--- config.mk ---
export PLATFORM = sky130hd
export DESIGN_NAME = fetch_decode_buffer_flat
export DESIGN_NICKNAME = d
export VERILOG_FILES = /design/src/rtl/fetch_decode_buffer_if.sv /design/src/rtl/fetch_decode_buffer.sv /design/src/flat_wrapper.sv
export SDC_FILE = /design/constraint.sdc
export NUM_CORES = 1
export LEC_CHECK = 0
export ABC_AREA = 1
export BUFFER_PORTS_ARGS = -buffer_cell sky130_fd_sc_hd__buf_2
export CORE_MARGIN = 4
export CORE_UTILIZATION = 50
export DETAILED_ROUTE_END_ITERATION = 10
export HOLD_SLACK_MARGIN = 0.15
export MAX_ROUTING_LAYER = met4
export PLACE_DENSITY_LB_ADDON = 0.12
export REMOVE_ABC_BUFFERS = 1
export SETUP_SLACK_MARGIN = 0.15
export SLEW_MARGIN = 25
export SYNTH_ARGS = -nofsm -noshare
export SYNTH_HDL_FRONTEND = slang
export SYNTH_SLANG_ARGS = --single-unit
--- constraint.sdc ---
create_clock -name clk -period 2.5 [get_ports clk]
set_input_delay 0.25 -clock clk [delete_from_list [all_inputs] [get_ports clk]]
set_output_delay 0.25 -clock clk [all_outputs]
set_load 0.02 [all_outputs]
--- src/rtl/fetch_decode_buffer_if.sv ---
// rtl/fetch_decode_buffer_if.sv - fetch/decode handshake bundle for the IF/ID buffer
// master drives fetch words and decode control, slave is the buffer itself.
interface fetch_decode_buffer_if #(
  parameter int ADDR_W  = 32,
  parameter int INSTR_W = 16
);
  logic               if_valid;
  logic [INSTR_W-1:0] if_instr;
  logic [ADDR_W-1:0]  if_pc;
  logic               if_ready;
  logic               id_stall;
  logic               flush;
  logic               id_valid;
  logic [INSTR_W-1:0] id_instr;
  logic [INSTR_W-1:0] id_imm;
  logic [ADDR_W-1:0]  id_pc;
  logic               id_has_imm;

  modport master (
    output if_valid, if_instr, if_pc, id_stall, flush,
    input  if_ready, id_valid, id_instr, id_imm, id_pc, id_has_imm
  );

  modport slave (
    input  if_valid, if_instr, if_pc, id_stall, flush,
    output if_ready, id_valid, id_instr, id_imm, id_pc, id_has_imm
  );
endinterface

--- src/rtl/fetch_decode_buffer.sv ---
// rtl/fetch_decode_buffer.sv - IF/ID stage assembling one- and two-word instructions
// An opcode word with IMM_BIT set is parked until its immediate word arrives.
module fetch_decode_buffer #(
  parameter int ADDR_W  = 32,
  parameter int INSTR_W = 16,
  parameter int IMM_BIT = 15
) (
  input  logic                  clk,
  input  logic                  rst,
  fetch_decode_buffer_if.slave  bus
);
  typedef enum logic {S_OP, S_IMM} state_t;

  state_t             state, state_nx;
  logic               hold, accept, complete, pend_load;
  logic [INSTR_W-1:0] pend_instr;
  logic [ADDR_W-1:0]  pend_pc;

  // A bubble never blocks fetch: stall only matters while an output is valid.
  assign hold        = bus.id_valid & bus.id_stall;
  assign bus.if_ready = ~hold & ~bus.flush;
  assign accept      = bus.if_valid & bus.if_ready;

  always_ff @(posedge clk or negedge rst) begin
    if (!rst) state <= S_OP;
    else      state <= state_nx;
  end

  always_comb begin
    state_nx = state;
    if (bus.flush) begin
      state_nx = S_OP;
    end else if (accept) begin
      if (state == S_IMM)                  state_nx = S_OP;
      else if (bus.if_instr[IMM_BIT])      state_nx = S_IMM;
    end
  end

  always_comb begin
    complete  = 1'b0;
    pend_load = 1'b0;
    if (accept) begin
      if (state == S_IMM)             complete  = 1'b1;
      else if (bus.if_instr[IMM_BIT]) pend_load = 1'b1;
      else                            complete  = 1'b1;
    end
  end

  always_ff @(posedge clk or negedge rst) begin
    if (!rst) begin
      pend_instr     <= '0;
      pend_pc        <= '0;
      bus.id_valid   <= 1'b0;
      bus.id_instr   <= '0;
      bus.id_imm     <= '0;
      bus.id_pc      <= '0;
      bus.id_has_imm <= 1'b0;
    end else begin
      if (pend_load) begin
        pend_instr <= bus.if_instr;
        pend_pc    <= bus.if_pc;
      end
      if (bus.flush) begin
        bus.id_valid   <= 1'b0;
        bus.id_has_imm <= 1'b0;
      end else if (!hold) begin
        bus.id_valid <= complete;
        // Data regs only move on a completing load; bubbles leave stale values.
        if (complete) begin
          bus.id_instr   <= (state == S_IMM) ? pend_instr : bus.if_instr;
          bus.id_imm     <= (state == S_IMM) ? bus.if_instr : '0;
          bus.id_pc      <= (state == S_IMM) ? pend_pc : bus.if_pc;
          bus.id_has_imm <= (state == S_IMM);
        end
      end
    end
  end
endmodule

--- src/flat_wrapper.sv ---
// flat-port wrapper written by rule: the top's interface ports become plain ports
module fetch_decode_buffer_flat 
#(
  parameter int ADDR_W  = 32,
  parameter int INSTR_W = 16,
  parameter int IMM_BIT = 15
)
  (clk, rst, bus_if_valid, bus_if_instr, bus_if_pc, bus_id_stall, bus_flush, bus_if_ready, bus_id_valid, bus_id_instr, bus_id_imm, bus_id_pc, bus_id_has_imm);
  fetch_decode_buffer_if #(.ADDR_W(ADDR_W), .INSTR_W(INSTR_W)) bus_i ();
  input  logic clk;
  input  logic rst;
  input wire logic [$bits(bus_i.if_valid)-1:0] bus_if_valid;
  input wire logic [$bits(bus_i.if_instr)-1:0] bus_if_instr;
  input wire logic [$bits(bus_i.if_pc)-1:0] bus_if_pc;
  input wire logic [$bits(bus_i.id_stall)-1:0] bus_id_stall;
  input wire logic [$bits(bus_i.flush)-1:0] bus_flush;
  output wire logic [$bits(bus_i.if_ready)-1:0] bus_if_ready;
  output wire logic [$bits(bus_i.id_valid)-1:0] bus_id_valid;
  output wire logic [$bits(bus_i.id_instr)-1:0] bus_id_instr;
  output wire logic [$bits(bus_i.id_imm)-1:0] bus_id_imm;
  output wire logic [$bits(bus_i.id_pc)-1:0] bus_id_pc;
  output wire logic [$bits(bus_i.id_has_imm)-1:0] bus_id_has_imm;
  assign bus_i.if_valid = bus_if_valid;
  assign bus_i.if_instr = bus_if_instr;
  assign bus_i.if_pc = bus_if_pc;
  assign bus_i.id_stall = bus_id_stall;
  assign bus_i.flush = bus_flush;
  assign bus_if_ready = bus_i.if_ready;
  assign bus_id_valid = bus_i.id_valid;
  assign bus_id_instr = bus_i.id_instr;
  assign bus_id_imm = bus_i.id_imm;
  assign bus_id_pc = bus_i.id_pc;
  assign bus_id_has_imm = bus_i.id_has_imm;
  fetch_decode_buffer #(.ADDR_W(ADDR_W), .INSTR_W(INSTR_W), .IMM_BIT(IMM_BIT)) u_core (.clk(clk), .rst(rst), .bus(bus_i));
endmodule
==> insert_results.sql <==
INSERT INTO impl_metrics (metric_group, metric, value, unit) VALUES
('run_status', 'status', 'finished, final reports clean', ''),
('timing', 'timing.final.hold_violations', '0', ''),
('worst_setup_path', 'critical_path.max_stage_delay', '560', 'ps'),
('timing', 'actual_slew_at_the_worst_max_slew_pin', '846.6', 'ps'),
('cells_and_area', 'finalNetCount', '864', ''),
('placement', 'hpwl_after_dpl', '7853', 'µm'),
('cells_and_area', 'most_common_cell_after_layout_fill_and_taps_aside', 'sky130_fd_sc_hd__nand2_1', ''),
('global_route', 'first_pass_grt_wire_length', '21270', 'µm'),
('routing', 'drt_iter0_drc', '369', ''),
('worst_setup_path', 'r2r.worst_path.cells', '7', ''),
('global_route', 'first_global_vias', '4588', ''),
('synth', 'synth.distinct_cells', '19', ''),
('timing', 'timing.final.crit_period', '2114', 'ps'),
('die', 'core', '0.01028', 'mm²'),
('timing', 'slew_violations', '0', ''),
('worst_setup_path', 'req_time_crit_path', '2940', 'ps'),
('worst_setup_path', 'cp-start-kind', 'flip-flop', ''),
('timing', 'layout_worst_path_cycle_share', '84.56', '%'),
('worst_setup_path', 'reg2reg_to', 'u_core.bus.id_valid', ''),
('synth', 'synthDominantAreaCellType', 'sky130_fd_sc_hd__dfrtp_1', ''),
('cells_and_area', 'areaGrowthSynthToFinish', '32.72', '%'),
('cells_and_area', 'layout.cells.most_common_list', 'sky130_fd_sc_hd__nand2_1, sky130_fd_sc_hd__buf_2, sky130_fd_sc_hd__dfrtp_1', ''),
('synth', 'synth_top_family_by_area', 'simple AND/OR/NAND/NOR gates', ''),
('global_route', 'overflow', '0', ''),
('worst_setup_path', 'rrSetupSlack', '390', 'ps'),
('clocking', 'buffer_levels_on_the_longest_clock_path', '2', ''),
('clocking', 'tritoncts_num_sinks', '115', ''),
('cells_and_area', 'n_fill_cell', '890', ''),
('synth', 'synth-seq-area-share', '55.01', '%'),
('power', 'power.static_leakage', '0.003826', 'µW'),
('die', 'ios', '120', ''),
('cells_and_area', 'num_antenna_cells', '0', ''),
('worst_setup_path', 'cpLargestDelayFamily', 'buffers and inverters', ''),
('routing', 'detailroute.via_count', '4601', ''),
('timing', 'fmaxAchievable', '473.1', 'MHz'),
('worst_setup_path', 'rr_startpoint', 'u_core.state', ''),
('cells_and_area', 'seqCellArea', '0.002878', 'mm²'),
('synth', 'synth-compound-area-share', '11.77', '%'),
('cells_and_area', 'post_route_utilization', '67.56', '%'),
('synth', 'synth-simple-area-share', '25.40', '%'),
('worst_setup_path', 'crit_start', 'u_core.state', ''),
('power', 'total_power', '6001', 'µW'),
('clocking', 'clk-insertion-delay-late', '510', 'ps'),
('clocking', 'tritoncts', 'yes', ''),
('power', 'power_per_cell_area', '864.3', 'mW/mm²'),
('synth', 'yosys_register_bits', '115', ''),
('global_route', 'global_route.usage.total', '23.12', '%'),
('worst_setup_path', 'cp_bufs_invs', '4', ''),
('cells_and_area', 'multi_input_area', '0.001954', 'mm²'),
('synth', 'syn_area', '0.005231', 'mm²'),
('cells_and_area', 'drive_gt1_share', '20.22', '%'),
('die', 'starting_utilization_of_the_core_area', '50.90', '%'),
('global_route', 'antenna_found_initial', '0', ''),
('worst_setup_path', 'crit_cells', '7', ''),
('timing', 'rsz0062_at_grt', 'false', ''),
('die', 'chipWidth', '110.3', 'µm'),
('clocking', 'root_buffer_cell', 'sky130_fd_sc_hd__clkbuf_8', ''),
('routing', 'average_wire_per_cell_in_the_routed_design', '13.30', 'µm'),
('placement', 'placement.io_buffers', '119', ''),
('routing', 'routed_via_density', '4.808', ''),
('synth', 'synth-adder-area-share', '0', '%'),
('synth', 'postSynthAreaPerCell', '8.085', 'µm²'),
('cells_and_area', 'layoutNonFillerInstCount', '957', ''),
('global_route', 'grt_start_max_net_pins', '96', ''),
('synth', 'synth.top_cell.area_share', '55.01', '%'),
('routing', 'drtPass1Iterations', '5', ''),
('timing', 'timing.setup.tns', '0', 'ps'),
('clocking', 'cts.reportedPaths.clkPinSlew', '50', 'ps'),
('synth', 'synthesis.yosys.warnings', '0', ''),
('worst_setup_path', 'biggest_fanout_along_the_worst_timing_path', '50', ''),
('routing', 'postRouteAntennaNets', '0', '');
## sequential cells by signal (all words and copies together), names as in the netlist
| name | count |
|---|---|
| u_core.state | 1 |
| u_core.bus.id_has_imm | 1 |
| u_core.bus.id_valid | 1 |
| u_core.pend_instr | 16 |
| u_core.pend_pc | 32 |
| u_core.bus.id_pc | 32 |
| u_core.bus.id_imm | 16 |
| u_core.bus.id_instr | 16 |
## logic make-up after synthesis
family | count (synthesis)
DFF | 115
AOI/OAI and AO/OA | 99
and+or+nand+nor | 343
buffers and inverters | 90
## report_power, final
| group | leakage [µW] | internal, µW | switching, µW |
|---|---|---|---|
| clock | 0.000256 | 1260 | 758 |
| combinational | 0.00214 | 565 | 949 |
| sequential | 0.00143 | 2290 | 176 |
| total | 0.00383 | 4120 | 1880 |
## area by class of cell
cell class	instances	area share [%]
Sequential cell	115	41.45
Multi-Input combinational cell	442	28.15
Timing Repair Buffer	183	17.97
Clock buffer	22	6.668
Inverter	52	2.811
Tap cell	136	2.451
Clock inverter	7	0.5046
## routing by layer
| layer | wire [µm] | GRT usage (%) | share of wire (%) |
|---|---|---|---|
| met4 | 67 | 5.717 | 0.53 |
| met1 | 5613 | 28.49 | 44 |
| met3 | 693 | 5.591 | 5.4 |
| met5 | 0 | - | 0 |
| met2 | 6355 | 38.65 | 50 |
## per-stage QoR
stage | area (µm²) | setup WS (ps)
floorplan | 5017 | -655.8
global placement | 5883 | 402.6
detailed placement | 5911 | 594.7
CTS | 6939 | 208.3
global route | 6943 | 273.8
finish | 6943 | 386.1
## cells in the mapped netlist (all sizes together)
master  count
a21oi       3
buf        29
clkbuf      9
dfrtp     115
inv        52
nand2     335
nand3       1
nand4       2
nor2        5
o21ai      48
o21bai     48
## what timing repair did
item | in CTS | in global routing
buffers inserted | 0 | 0
setup endpoints to repair | 0 | 1
hold endpoints to repair | 228 | 0
hold buffers | 53 | 0
gates resized for setup | 0 | 1
## how the worst min path moves through the flow
| stage | startpoint | to | slack [ps] | depth (start not counted) |
|---|---|---|---|---|
| 6_report | rst | u_core.pend_instr[5] | 230 | 2 |
| 4_1_cts | rst | u_core.bus.id_instr[7] | 230 | 2 |
| 3_3_place_gp | rst | u_core.bus.id_instr[8] | 210 | 1 |
| 2_1_floorplan | rst | u_core.bus.id_has_imm | -50 | 0 |
| 3_5_place_dp | rst | u_core.bus.id_instr[8] | 220 | 1 |
| 5_1_grt | rst | u_core.pend_instr[10] | 260 | 2 |
Power figures use the tool's default switching activity.
